File: config.mk
export PLATFORM = sky130hd
export DESIGN_NAME = flit_injector
export DESIGN_NICKNAME = d
export VERILOG_FILES = /design/src/rtl/flit_injector.sv
export SDC_FILE = /design/constraint.sdc
export NUM_CORES = 1
export LEC_CHECK = 0
export BUFFER_PORTS_ARGS = -buffer_cell sky130_fd_sc_hd__buf_4
export CAP_MARGIN = 25
export CORE_AREA = 3 3 87 89
export DETAILED_ROUTE_END_ITERATION = 6
export DIE_AREA = 0 0 90 92
export PLACE_DENSITY = 0.65
export SYNTH_ARGS = -nofsm -noshare
export SYNTH_HDL_FRONTEND = slang
export SYNTH_SLANG_ARGS = --single-unit
export TNS_END_PERCENT = 20
File: constraint.sdc
create_clock -name clk -period 4.7 [get_ports clk]
set_input_delay 0.47 -clock clk [delete_from_list [all_inputs] [get_ports clk]]
set_output_delay 0.47 -clock clk [all_outputs]
set_load 0.01 [all_outputs]
File: src/rtl/flit_injector.sv
// Local injection port of a deflection router node: buffers core flits in a
// small FIFO and drops the head flit into the first empty incoming link slot.
module flit_injector #(
  parameter int unsigned DEPTH        = 4,
  parameter int unsigned ADDR_W       = 2,
  parameter int unsigned STARVE_LIMIT = 15
) (
  input  logic              clk,
  input  logic              rst,
  input  logic              in_valid,
  input  logic [2:0]        in_dest,
  input  logic [5:0]        in_data,
  output logic              in_ready,
  input  logic [9:0]        link_in1,
  input  logic [9:0]        link_in2,
  output logic [9:0]        link_out1,
  output logic [9:0]        link_out2,
  output logic [ADDR_W:0]   fifo_count,
  output logic              starved
);

  localparam int unsigned FLIT_W  = 10;
  localparam int unsigned ENTRY_W = 9;
  localparam int unsigned CNT_W   = ADDR_W + 1;
  localparam int unsigned STV_W   = 4;

  logic [ENTRY_W-1:0] mem [DEPTH];
  logic [ADDR_W-1:0]  rd_ptr;
  logic [ADDR_W-1:0]  wr_ptr;
  logic [CNT_W-1:0]   count;
  logic [STV_W-1:0]   stv_cnt;
  logic [STV_W-1:0]   stv_next;
  logic               full;
  logic               empty;
  logic               push;
  logic               pop;
  logic [FLIT_W-1:0]  inject_flit;
  logic [FLIT_W-1:0]  out1_next;
  logic [FLIT_W-1:0]  out2_next;

  assign full        = (count == CNT_W'(DEPTH));
  assign empty       = (count == CNT_W'(0));
  assign in_ready    = !full;
  assign push        = in_valid && !full;
  assign inject_flit = {1'b1, mem[rd_ptr]};
  assign fifo_count  = count;

  // Slot selection: slot 1 preferred, incoming valid flits never touched
  always_comb begin
    pop       = 1'b0;
    out1_next = link_in1;
    out2_next = link_in2;
    if (!empty) begin
      if (!link_in1[9]) begin
        out1_next = inject_flit;
        pop       = 1'b1;
      end else if (!link_in2[9]) begin
        out2_next = inject_flit;
        pop       = 1'b1;
      end
    end
  end

  // Starvation counter: saturating count of cycles blocked by two busy slots
  always_comb begin
    stv_next = stv_cnt;
    if (pop || empty) begin
      stv_next = STV_W'(0);
    end else if (link_in1[9] && link_in2[9] && (stv_cnt != STV_W'(STARVE_LIMIT))) begin
      stv_next = stv_cnt + STV_W'(1);
    end
  end

  always_ff @(posedge clk) begin
    if (push) begin
      mem[wr_ptr] <= {in_dest, in_data};
    end
  end

  always_ff @(posedge clk or posedge rst) begin
    if (rst) begin
      rd_ptr    <= '0;
      wr_ptr    <= '0;
      count     <= '0;
      stv_cnt   <= '0;
      starved   <= 1'b0;
      link_out1 <= '0;
      link_out2 <= '0;
    end else begin
      link_out1 <= out1_next;
      link_out2 <= out2_next;
      stv_cnt   <= stv_next;
      starved   <= (stv_next == STV_W'(STARVE_LIMIT));
      if (push) begin
        wr_ptr <= wr_ptr + ADDR_W'(1);
      end
      if (pop) begin
        rd_ptr <= rd_ptr + ADDR_W'(1);
      end
      case ({push, pop})
        2'b10:   count <= count + CNT_W'(1);
        2'b01:   count <= count - CNT_W'(1);
        default: count <= count;
      endcase
    end
  end

endmodule
# Word-level counts from Yosys, hierarchy flattened
# Memory sizes are Yosys's and may differ from the RTL's.
# Index checks and enable logic that the tools add are counted.
[word_totals]
out_inout_bits = 25
mem_count = 1
reg_bits = 32
inputBits = 32
ramBits = 36
word_cells = 38
[op_classes]
n_mux = 13
n_reduce_logical = 7
n_eq_ne = 5
addsub = 5
[memory_table]
columns = ["memory", "words", "word_bits", "read_ports", "rd_clocked_by_memory_dff", "wr", "line", "text"]
rows = [
  ["mem", 4, 9, 1, 0, 1, "27", "logic [ENTRY_W-1:0] mem [DEPTH];"],
]
[ops]
columns = ["cell", "n"]
rows = [
  ["10-bit two-way mux", 3],
  ["9-bit two-way mux", 2],
  ["4-bit two-way mux", 2],
  ["3-bit one-hot mux with 2 select lines", 1],
  ["1-bit two-way mux", 5],
  ["2-bit by 1-bit adder with 2-bit output (second input constant)", 2],
  ["4-bit by 1-bit adder with 4-bit output (second input constant)", 1],
  ["4-bit equality test (second input constant)", 1],
  ["4-bit != test (second input constant)", 1],
  ["3-bit by 1-bit adder with 3-bit output (second input constant)", 1],
  ["3-bit equality test (second input constant)", 1],
  ["1-bit logical AND", 3],
  ["3-bit logical NOT", 1],
  ["3-bit by 1-bit subtractor with 3-bit output (second input constant)", 1],
  ["2-bit by 1-bit equality test with 1-bit output (second input constant)", 1],
  ["2-bit equality test (second input constant)", 1],
  ["2-bit nonzero test", 1],
  ["1-bit logical NOT", 1],
  ["1-bit logical OR", 1],
]

# Logic depth before layout (Yosys ltp)
[depth]
word_depth = 6
mapped_depth = 9
mapped_depth_nobuf = 9

# Worst setup path before layout
# No wires, ideal clock.
[synth_path]
path_kind = "register to register"
from = "register count[0] (netlist: fifo_count[0])"
to = "register count[2] (netlist: fifo_count[2])"
slack_ns = 2.527
arrival_ns = 2.093
required_time_ns = 4.621
n_path_buf = 0
synth_period_minus_slack_ns = 2.173
stages_incl_launch_ff = 10
setup_ns = 0.079
cell_sequence = "dfrtp_1 -> or3b_4 -> and2_4 -> inv_1 -> ha_1 -> inv_1 -> fa_1 -> xor2_1 -> nor2_1 -> xor2_1"
[synth_via]
elab_chain_len = 5
elab_cells_between_ends = 11
cone_classes = "add/sub (2); eq/ne (3); mux (2); reduce/logical (4)"
[synth_rtl]
columns = ["item", "line", "text"]
rows = [
  ["from (decl)", "30", "logic [CNT_W-1:0] count;"],
  ["from (signal assigned)", "101", "2'b10: count <= count + CNT_W'(1);"],
  ["from (signal assigned)", "102", "2'b01: count <= count - CNT_W'(1);"],
  ["from (signal assigned)", "103", "default: count <= count;"],
  ["3-bit equality test *", "41", "assign full = (count == CNT_W'(DEPTH));"],
  ["1-bit logical NOT *", "--", ""],
  ["via in_ready", "13", "output logic in_ready,"],
  ["1-bit logical AND *", "44", "assign push = in_valid && !full;"],
  ["2-bit by 1-bit equality test with 1-bit output or 2-bit equality test (tied branches)", "100", "case ({push, pop})"],
  ["3-bit one-hot mux with 2 select lines or 2-bit nonzero test (tied branches)", "--", ""],
]
# The timed path passes the listed nets; every way through them passes the cells marked *.
# A chain may end at the register's enable or synchronous reset.

# Worst setup path after layout
[layout_path]
from = "register count[0] (netlist: fifo_count[0])"
to = "register count[2] (netlist: fifo_count[2])"
[layout_via]
elab_chain_len = 5
elab_cells_between_ends = 11
cone_classes = "add/sub (2); eq/ne (3); mux (2); reduce/logical (4)"
[layout_rtl]
columns = ["item", "line"]
rows = [
  ["3-bit equality test", "41"],
  ["1-bit logical NOT", "44"],
  ["1-bit logical AND", "44"],
  ["2-bit by 1-bit equality test with 1-bit output or 2-bit equality test (tied branches)", "100"],
  ["3-bit one-hot mux with 2 select lines or 2-bit nonzero test (tied branches)", "--"],
]
# Parallel ways exist; a longest one is shown, timed or not.

==> results by group <==
Status
  – Status: complete, no violations

Clock network
  – Htree depth: 3
  – CTS Buf Count: 9
  – CTS sink cnt: 68
  – CTS Hold Bufs: 0
  – TritonCTS clock tree: yes
  – Maximum root-to-sink buffer count: 2
  – Worst-Skew Late Latency: 0.33 ns
  – Root buffer cell: clkbuf_8
  – Post-CTS sizing: 0
  – Reg clk slew, reported paths: 0.07 ns
  – Post-CTS Setup Bufs: 0

Cells and area
  – Fillers: 612
  – Layout cell share with drive strength beyond 1: 0.446
  – Diodes inserted: 0
  – Net count, final: 259
  – Synthesis-to-finish area growth: 25.8%

Synthesis
  – Synthesized instance count: 154
  – Number of flops mapped to enable cells by yosys: 36
  – Simple logic cell fraction of the synthesized area: 0.0610
  – XOR/XNOR Fraction of Synth Area: 0.0223
  – Mapped Nets: 193
  – Synth Flop Type: edfxtp_1
  – Synth Area in Adders: 0.0346
  – Post-Syn Area: 2750 sq um
  – Seq cells post-synth: 68
  – Mux share of post-synthesis cell area: 0.172
  – Yosys Warn Count: 0
  – Post-synth cell types: 31
  – Post-synthesis sequential area ratio: 0.685
  – Compound-Gate Fraction of Synth Area: 0.00910
  – Post-synth ARST share: 0.471
  – Synthesized area per cell: 17.8 sq um
  – Largest family of logic cells by synthesized area: multiplexers

GRT
  – Largest net degree at the start of global routing: 33
  – Vias in the first global route: 1584
  – Overall routing resource usage: 0.127
  – First-pass GRT wire length: 8080 um
  – Initial antenna violation count: 0
  – GRT overflow: 0

Die
  – Starting Density: 0.402
  – Die area: 8280 sq um
  – Core ar.: 6830 sq um
  – Die Span Y: 92 um
  – Die W: 90 um
  – Ports: 57
  – FP Rows: 30

Setup path
  – CP Data Required Time: 4.95 ns
  – Critical path startpoint category: flip-flop
  – Critical path class: flip-flop to flip-flop
  – Worst EP arrival: 2.47 ns
  – R2r startpoint: fifo_count[0]
  – Critical Path Source: fifo_count[0]
  – Crit Path Max Fanout: 7
  – Crit end category: flip-flop

Pwr
  – Peak supply drop: 0.000190 V
  – Clock power share: 0.231
  – Pwr Total: 0.00189 W
  – Combinational power share: 0.298
  – Total leakage power: 1.43 nW
  – Sw Ratio: 0.289
  – P_int: 0.00134 W
  – Power Density: 547 nW/um^2
  – Switching power: 0.000547 W
  – Sequential share of power: 0.471

Timing
  – Slew Viols, Final: 0
  – Setup repair after global routing missed its margin: false
  – Worst-margin pin slew: 0.581 ns
  – Final Critical Period: 2.22 ns
  – Rel. slew slack: 0.613
  – Hold Vio Cnt, Final: 0
  – # setup viols final: 0
  – Final setup skew: 0.0106 ns
  – Fmax: 0.451 GHz
  – Post-Route Setup TNS: 0 ns
  – Fin crit share: 0.472

Routing
  – DRC Markers: 0
  – DR pass1 iterations: 4
  – Routed WL: 4850 um
  – Vias/cell: 4.58
  – Drt initial violations: 53
  – Wire per inst: 15.1 um
  – Vias: 1466
  – Antenna Nets Post-Route: 0

Place
  – Routability Congestion: 0.735
  – Port Buffers: 56
  – Hpwl dp: 3480 um

Job
  – Maximum capacitance violations: 0

Min path
  – Worst hold-check path type: primary input to async pin
worst max-delay path: stages, from the launching register on:
cell     delay, ns
dfrtp_1       0.46
or3b_4        0.46
and2_4        0.19
inv_1         0.05
ha_1          0.17
inv_1         0.06
fa_1          0.37
xor2_1        0.15
nor2_1        0.11
xor2_1        0.14
per-stage QoR:
| stage | hold WS (ns) | cells | instance area [sq um] | utilization | setup WS (ns) |
|---|---|---|---|---|---|
| finish | 0.225 | 320 | 3460 | 0.506 | 2.48 |
| global route | 0.251 | 320 | 3460 | 0.506 | 2.30 |
| CTS | 0.236 | 320 | 3460 | 0.506 | 2.46 |
| detailed placement | 0.543 | 305 | 3280 | 0.480 | 2.47 |
| global placement | 0.538 | 305 | 3280 | 0.480 | 2.53 |
| floorplan | 0.505 | 154 | 2750 | - | 2.53 |
layout by cell type (no fill, tap or decap), types with 2 or more instances in the layout:
| cell | instances |
|---|---|
| mux2_2 | 18 |
| dfrtp_1 | 32 |
| ha_1 | 6 |
| nand2b_1 | 3 |
| clkbuf_8 | 9 |
| nor3_1 | 2 |
| nor2_2 | 2 |
| and3_2 | 4 |
| edfxtp_1 | 36 |
| buf_4 | 57 |
| nand3_1 | 3 |
| clkbuf_1 | 2 |
| mux2i_1 | 3 |
| xnor2_1 | 4 |
| inv_1 | 8 |
| mux4_2 | 3 |
| and3_1 | 2 |
| clkinv_2 | 2 |
| mux4_1 | 6 |
| nor2_1 | 5 |
| xor2_1 | 3 |
registers in the layout (all words and copies together), names as in the netlist:
name,flops
wr_ptr,2
stv_cnt,4
mem,36
fifo_count,3
link_out1,10
starved,1
link_out2,10
rd_ptr,2
cell type report:
cell class | instances | area, sq um | share of cell area
flip-flops and latches | 68 | 1880 | 0.544
multi-input cells | 76 | 822 | 0.238
repair buffers | 57 | 428 | 0.124
clock buffers | 11 | 131 | 0.0380
well taps | 96 | 120 | 0.0347
clock inverters | 4 | 43.8 | 0.0127
inverters | 8 | 30.0 | 0.00869
power by group through the flow:
stage	Combinational [W]	Sequential (W)	Clock [W]
global placement	0.000566	0.000900	0
finish	0.000562	0.000890	0.000437
detailed placement	0.000573	0.000907	0
global route	0.000618	0.000911	0.000476
CTS	0.000575	0.000895	0.000449
floorplan	0.000361	0.000889	0
kinds of logic (layout without fill, tap and decap cells):
group                    after synthesis  count (layout)
adder cells (fa/ha/maj)                7               7
AO/OA/AOI/OAI                          4               4
XOR/XNOR                               7               7
multiplexers                          31              31
buffers and inverters                 10              80
AND/OR/NAND/NOR                       27              27
flip-flops                            68              68
synth_stat cells, types with 3 or more instances:
cell type	instances	share of area
nor2_1	5	0.0068
and3_2	4	0.011
nand2b_1	3	0.0068
mux2i_1	3	0.011
edfxtp_1	36	0.39
nand3_1	3	0.0055
ha_1	6	0.027
mux4_1	6	0.057
dfrtp_1	32	0.29
mux4_2	3	0.025
xor2_1	3	0.0096
mux2_2	18	0.074
xnor2_1	4	0.013
inv_1	8	0.011
metal layers:
metal | track usage | part of all wire | vias to the layer above
li1 | - | - | 706
met1 | 0.166 | 0.46 | 718
met2 | 0.194 | 0.48 | 38
met3 | 0.0394 | 0.043 | 4
met4 | 0.0574 | 0.0078 | 0
met5 | 0 | 0 | -
path summary, 6_finish.rpt:
path / end / slack, ns / depth (start not counted)
max: fifo_count[2] / 2.48 / 9
min: link_out2[0] / 0.22 / 3
max reg2reg: fifo_count[2] / 2.48 / 9
min reg2reg: stv_cnt[1] / 0.55 / 2
max in group asynchronous: wr_ptr[1] / 4.19 / 3
min in group clk: mem[0][1] / 0.33 / 1
(Power assumes the default switching activity.)
